<file path="config.mk">
export PLATFORM = sky130hd
export DESIGN_NAME = regbank_write_arbiter
export DESIGN_NICKNAME = d
export VERILOG_FILES = /design/src/rtl/regbank_write_arbiter.sv
export SDC_FILE = /design/constraint.sdc
export NUM_CORES = 1
export LEC_CHECK = 0
export BUFFER_PORTS_ARGS = -buffer_cell sky130_fd_sc_hd__buf_2
export CAP_MARGIN = 20
export CORE_MARGIN = 10
export CORE_UTILIZATION = 47
export CTS_CLUSTER_DIAMETER = 150
export DETAILED_ROUTE_END_ITERATION = 12
export GPL_TIMING_DRIVEN = 0
export PLACE_DENSITY = 0.94
export SYNTH_ARGS = -nofsm -noshare
export SYNTH_HDL_FRONTEND = slang
export SYNTH_SLANG_ARGS = --single-unit
</file>
<file path="constraint.sdc">
create_clock -name clk -period 4.3 [get_ports clk]
set_input_delay 0.86 -clock clk [delete_from_list [all_inputs] [get_ports clk]]
set_output_delay 0.86 -clock clk [all_outputs]
set_load 0.02 [all_outputs]
</file>
<file path="src/rtl/regbank_write_arbiter.sv">
// Round-robin arbiter sharing the register bank write port between execute and load writeback.
// Optional read-port forwarding from the output stage is enabled by defining REGBANK_WR_FWD_EN.
module regbank_write_arbiter #(
    parameter int DATA_W   = 64,
    parameter int ADDR_W   = 5,
    parameter int ZERO_REG = 31
) (
    input  logic              clk,
    input  logic              rst,
    input  logic              freeze,
    input  logic              ex_valid,
    output logic              ex_ready,
    input  logic [ADDR_W-1:0] ex_addr,
    input  logic [DATA_W-1:0] ex_data,
    input  logic              ld_valid,
    output logic              ld_ready,
    input  logic [ADDR_W-1:0] ld_addr,
    input  logic [DATA_W-1:0] ld_data,
`ifdef REGBANK_WR_FWD_EN
    input  logic [ADDR_W-1:0] rd_addr1,
    input  logic [ADDR_W-1:0] rd_addr2,
    output logic              fwd_hit1,
    output logic              fwd_hit2,
    output logic [DATA_W-1:0] fwd_data1,
    output logic [DATA_W-1:0] fwd_data2,
`endif
    output logic              regWrite,
    output logic [ADDR_W-1:0] writeReg,
    output logic [DATA_W-1:0] writeData,
    output logic              pend_valid,
    output logic [ADDR_W-1:0] pend_addr
);

    localparam logic [ADDR_W-1:0] ZERO_IDX = ADDR_W'(ZERO_REG);

    logic              rrPtr;
    logic              vld_p1;
    logic [ADDR_W-1:0] addr_p1;
    logic [DATA_W-1:0] data_p1;

    logic              exGrant;
    logic              ldGrant;
    logic              xfer_p0;
    logic [ADDR_W-1:0] addr_p0;
    logic [DATA_W-1:0] data_p0;
    logic              keep_p0;

    // Grant stage: rrPtr only breaks ties; a lone requester always wins.
    always_comb begin
        exGrant = 1'b0;
        ldGrant = 1'b0;
        if (!rst && !freeze) begin
            exGrant = ex_valid && (!ld_valid || !rrPtr);
            ldGrant = ld_valid && (!ex_valid || rrPtr);
        end
    end

    assign ex_ready = exGrant;
    assign ld_ready = ldGrant;

    always_comb begin
        xfer_p0 = exGrant || ldGrant;
        addr_p0 = ldGrant ? ld_addr : ex_addr;
        data_p0 = ldGrant ? ld_data : ex_data;
        // XZR transfers complete the handshake but never reach the bank.
        keep_p0 = xfer_p0 && (addr_p0 != ZERO_IDX);
    end

    // Output stage: one registered write, held while frozen.
    always_ff @(posedge clk) begin
        if (rst) begin
            rrPtr   <= 1'b0;
            vld_p1  <= 1'b0;
            addr_p1 <= '0;
            data_p1 <= '0;
        end else if (!freeze) begin
            if (exGrant) begin
                rrPtr <= 1'b1;
            end else if (ldGrant) begin
                rrPtr <= 1'b0;
            end
            vld_p1 <= keep_p0;
            if (keep_p0) begin
                addr_p1 <= addr_p0;
                data_p1 <= data_p0;
            end
        end
    end

    assign regWrite   = vld_p1 && !freeze;
    assign writeReg   = addr_p1;
    assign writeData  = data_p1;
    assign pend_valid = vld_p1;
    assign pend_addr  = addr_p1;

`ifdef REGBANK_WR_FWD_EN
    assign fwd_hit1  = vld_p1 && (rd_addr1 == addr_p1) && (rd_addr1 != ZERO_IDX);
    assign fwd_hit2  = vld_p1 && (rd_addr2 == addr_p1) && (rd_addr2 != ZERO_IDX);
    assign fwd_data1 = data_p1;
    assign fwd_data2 = data_p1;
`endif

endmodule

</file>
# ---- Yosys cells after proc, flatten, opt, wreduce, memory -nomap -nowiden
# Index checks and enable logic that the tools add are counted.
dict set report word_totals {
  reg_bits 71
  in_bits 143
}
dict set report classes {
  eq_ne 1
  n_mux 6
  bitwise_logic 1
  n_reduce_logical 16
}
# op count
set ops {}
lappend ops {{two-way mux 64 bit} 1}
lappend ops {{logical AND 1 bit} 5}
lappend ops {{logical NOT 1 bit} 5}
lappend ops {{two-way mux 5 bit} 1}
lappend ops {{inequality test 5 bit, second input constant} 1}
lappend ops {{two-way mux 1 bit} 4}
lappend ops {{AND reduction 2 bit} 2}
lappend ops {{logical OR 1 bit} 3}
lappend ops {{nonzero test 2 bit} 1}
lappend ops {{NOT 1 bit} 1}

# ---- Depth between registers and ports, before layout
dict set report logic_depth {
  depth_word 8
  ltp_mapped 9
}

# ---- Worst setup path after synthesis
# OpenSTA, ideal clock, no wires.
dict set report synth_timing {
  path_type {input-to-output}
  startpoint {in rst}
  endpoint {out ld_ready}
  t_arrival_ps 2024
  required_ps 3440
  slack_ps 1416
  cell_stages 6
  path_buffers 3
  path_cell_list {buf_2 or3b_4 or2_1 buf_6 inv_6 buf_2}
}
dict set report synth_via {
  elab_chain_len 3
}
# element line
set synth_lines {}
lappend synth_lines {{start, declared} 9} ;# input logic rst,
lappend synth_lines {{logical NOT 1 bit} 52} ;# if (!rst && !freeze) begin
lappend synth_lines {{logical AND 1 bit} 52}
lappend synth_lines {{two-way mux 1 bit} 52}
lappend synth_lines {{end, declared} 16} ;# output logic ld_ready,
# Every way passes these cells.

# ---- Worst setup path in the final report
# Same ends and word-level chain as after synthesis.

==> impl_metrics.xml <==
<?xml version="1.0" encoding="UTF-8"?>
<metrics>
  <group name="cts">
    <metric name="cts_setup_buffers" unit="">0</metric>
    <metric name="cts_made_buffers" unit="">9</metric>
    <metric name="cts_h_tree_depth" unit="">3</metric>
    <metric name="clock_path_buffers" unit="">2</metric>
    <metric name="clk_pin_slew" unit="ps">80</metric>
    <metric name="cts_hold_fix_bufs" unit="">0</metric>
    <metric name="clock_latency" unit="ps">330</metric>
    <metric name="post_cts.resized_instances" unit="">0</metric>
    <metric name="tritoncts_clock_tree" unit="">built</metric>
    <metric name="clock_tree.root_cell" unit="">sky130_fd_sc_hd__clkbuf_8</metric>
    <metric name="cts_num_sinks" unit="">71</metric>
  </group>
  <group name="grt">
    <metric name="grt_start_max_net_pins" unit="">12</metric>
    <metric name="grt_first_pass_wirelength" unit="µm">20700</metric>
    <metric name="via_count_of_the_first_global_routing_pass" unit="">4210</metric>
    <metric name="grt_ovf" unit="">0</metric>
    <metric name="groute.usage.overall" unit="%">22.0</metric>
    <metric name="number_of_antenna_violations_at_the_first_check_in_global_routing" unit="">0</metric>
  </group>
  <group name="synthesis">
    <metric name="post_synth_mux_area_share" unit="%">0</metric>
    <metric name="synth-seq-cells" unit="">71</metric>
    <metric name="synth_xor_area_share" unit="%">0</metric>
    <metric name="synth_net_count" unit="">555</metric>
    <metric name="post_synth_num_cell_types" unit="">29</metric>
    <metric name="async_flop_share" unit="%">0</metric>
    <metric name="synth_edf_count" unit="">0</metric>
    <metric name="synth_top_flop_cell" unit="">sky130_fd_sc_hd__dfxtp_1</metric>
    <metric name="synth-compound-area-share" unit="%">25.2</metric>
    <metric name="synthesis.instances" unit="">412</metric>
    <metric name="synth_adder_area_share" unit="%">0</metric>
    <metric name="synth_top_family_by_area" unit="">simple AND/OR/NAND/NOR gates</metric>
    <metric name="synth.yosys.seq_area_share" unit="%">39.0</metric>
    <metric name="syn_warnings" unit="">0</metric>
    <metric name="yosys.area_share.simple" unit="%">26.0</metric>
    <metric name="syn_area_per_cell" unit="µm²">8.84</metric>
    <metric name="synth.cell_area" unit="µm²">3640</metric>
  </group>
  <group name="die">
    <metric name="std_cell_rows" unit="">32</metric>
    <metric name="floorplan_core_area" unit="µm²">7650</metric>
    <metric name="ios" unit="">221</metric>
    <metric name="die-area" unit="µm²">11700</metric>
    <metric name="die_width" unit="µm">108</metric>
    <metric name="die_y" unit="µm">108</metric>
    <metric name="initial_utilization" unit="%">47.6</metric>
  </group>
  <group name="finish">
    <metric name="layout.cells.most_common_list" unit="">233 x sky130_fd_sc_hd__buf_2, 123 x sky130_fd_sc_hd__nand2_1, 71 x sky130_fd_sc_hd__dfxtp_1</metric>
    <metric name="nets" unit="">785</metric>
    <metric name="drive_gt1_share" unit="%">49.8</metric>
    <metric name="layout.filler_cells" unit="">649</metric>
    <metric name="insertedDiodeCount" unit="">0</metric>
    <metric name="layout_commonest_cell" unit="">sky130_fd_sc_hd__buf_2</metric>
    <metric name="area_added_between_synthesis_and_finish" unit="%">38.8</metric>
    <metric name="stdcell_count" unit="">749</metric>
  </group>
  <group name="setup_path">
    <metric name="criticalPathCategory" unit="">input pin to output pin</metric>
    <metric name="endpoint_kind" unit="">output pin</metric>
    <metric name="timing.critical_path.from_type" unit="">input pin</metric>
    <metric name="critical_path.max_fanout" unit="">10</metric>
    <metric name="arrival" unit="ps">2340</metric>
    <metric name="critical_path_required" unit="ps">3440</metric>
  </group>
  <group name="pwr">
    <metric name="power.switching" unit="µW">517</metric>
    <metric name="leakagePower" unit="µW">0.00238</metric>
    <metric name="clock_power_share" unit="%">31.0</metric>
    <metric name="pwr_density" unit="nW/µm²">334</metric>
    <metric name="vdd_ir_drop_max" unit="mV">0.186</metric>
    <metric name="power_switching_share" unit="%">30.6</metric>
    <metric name="cellInternalPower" unit="µW">1170</metric>
    <metric name="pwr-share-seq" unit="%">43.7</metric>
    <metric name="combPwrFrac" unit="%">25.4</metric>
  </group>
  <group name="timing">
    <metric name="final.setup_skew" unit="ps">6.73</metric>
    <metric name="slew_violations" unit="">0</metric>
    <metric name="timing.fmax" unit="MHz">312</metric>
    <metric name="fin_crit_sh" unit="%">74.4</metric>
    <metric name="report.final.hold_viol_count" unit="">0</metric>
    <metric name="max_slew_headroom" unit="%">51.8</metric>
    <metric name="setup_viol" unit="">0</metric>
    <metric name="unrepaired_setup_endpoints_after_global_routing" unit="">no</metric>
    <metric name="totalNegativeSetupSlack" unit="ps">0</metric>
    <metric name="worstMarginPinSlew" unit="ps">723</metric>
    <metric name="post-route-min-period" unit="ps">3200</metric>
  </group>
  <group name="drt">
    <metric name="drc_errors_left" unit="">0</metric>
    <metric name="vias_after_detailed_routing" unit="">4060</metric>
    <metric name="route.antenna.remaining_nets" unit="">0</metric>
    <metric name="routed_via_density" unit="">5.42</metric>
    <metric name="finalWirelength" unit="µm">13600</metric>
    <metric name="number_of_detailed_route_iterations_in_the_first_pass" unit="">4</metric>
    <metric name="detailedRoute.firstIterationViolations" unit="">161</metric>
    <metric name="wl_per_cell" unit="µm">18.2</metric>
  </group>
  <group name="placed_design">
    <metric name="gpl.final_weighted_congestion" unit="">0.815</metric>
    <metric name="total_half_perimeter_wirelength_after_legalization_and_detailed_placement" unit="µm">10800</metric>
    <metric name="place.detailed.instances" unit="">733</metric>
    <metric name="port_buffers" unit="">219</metric>
  </group>
  <group name="worst_hold_path">
    <metric name="holdCritPathClass" unit="">flip-flop to flip-flop</metric>
  </group>
  <group name="run">
    <metric name="maxCapViolCount" unit="">0</metric>
  </group>
  <group name="outcome">
    <metric name="outcome" unit="">complete, no violations</metric>
  </group>
</metrics>
## cell usage after synthesis, drive strengths merged, types with 2 or more instances
library cell | number | area [µm²]
nor2b | 2 | 12.5
a211oi | 2 | 32.5
and4 | 2 | 17.5
nand2 | 133 | 524
o22ai | 3 | 18.8
dfxtp | 71 | 1420
nor3 | 70 | 350
inv | 3 | 16.3
clkbuf | 14 | 52.6
a311oi | 66 | 816
or3b | 2 | 20.0
buf | 35 | 287
or2 | 2 | 12.5
## routing by layer
metal | vias to the layer above | global-route usage [%] | routed length, µm
li1 | 1961 | - | -
met1 | 1892 | 23.7 | 5110
met2 | 180 | 38.8 | 6900
met3 | 27 | 8.21 | 1280
met4 | 0 | 7.73 | 308
met5 | - | 0 | 0
## worst paths after layout
path                                  from           end  slack (ps)  depth (start not counted)
worst max-delay path                   rst      ld_ready        1100                          7
worst min register to register  pend_valid    pend_valid         470                          2
worst min-delay path            pend_valid    pend_valid         470                          2
worst max register to register       rrPtr  pend_addr[4]        2450                          6
## cell families (layout without fill, tap and decap cells)
group | Yosys count | count (layout)
compound gates | 76 | 76
simple gates | 213 | 213
flops | 71 | 71
buf+inv | 52 | 287
## final cells by class
cell class | instances | area [µm²] | area share (%)
clock buffer | 12 | 145 | 2.87
inverter | 3 | 16.3 | 0.322
tap | 102 | 128 | 2.52
sequential | 71 | 1420 | 28.1
buffer | 49 | 339 | 6.70
clock inverter | 4 | 45.0 | 0.891
timing repair buffer | 219 | 1100 | 21.7
multi-input combinational | 289 | 1870 | 36.9
## critical path, cell delays in order
cell	delay [ps]
sky130_fd_sc_hd__buf_2	180
sky130_fd_sc_hd__or3b_4	410
sky130_fd_sc_hd__or2_1	230
sky130_fd_sc_hd__buf_6	160
sky130_fd_sc_hd__inv_6	80
sky130_fd_sc_hd__buf_2	210
sky130_fd_sc_hd__buf_2	200
## sequential cells by signal (all words and copies together) (netlist names)
register    flops
rrPtr           1
pend_valid      1
writeData      64
pend_addr       5
## stage by stage
step | hold WS, ps | total power [µW] | setup WS [ps] | cell area (µm²) | utilization, %
after floorplan | 507 | 1010 | 1420 | 3640 | -
after global placement | 456 | 1160 | 1110 | 4870 | 63.6
after detailed placement | 463 | 1180 | 1100 | 4870 | 63.6
after CTS | 474 | 1700 | 1100 | 5060 | 66.1
after global routing | 512 | 1770 | 1020 | 5060 | 66.1
final | 472 | 1690 | 1100 | 5060 | 66.1
## power by group through the flow
stage,Sequential [µW],Clock [µW],Combinational (µW)
after floorplan,812,0,198
after global placement,747,0,417
after detailed placement,751,0,429
after CTS,736,532,430
after global routing,742,564,462
final,737,523,428
(Power assumes the default switching activity.)
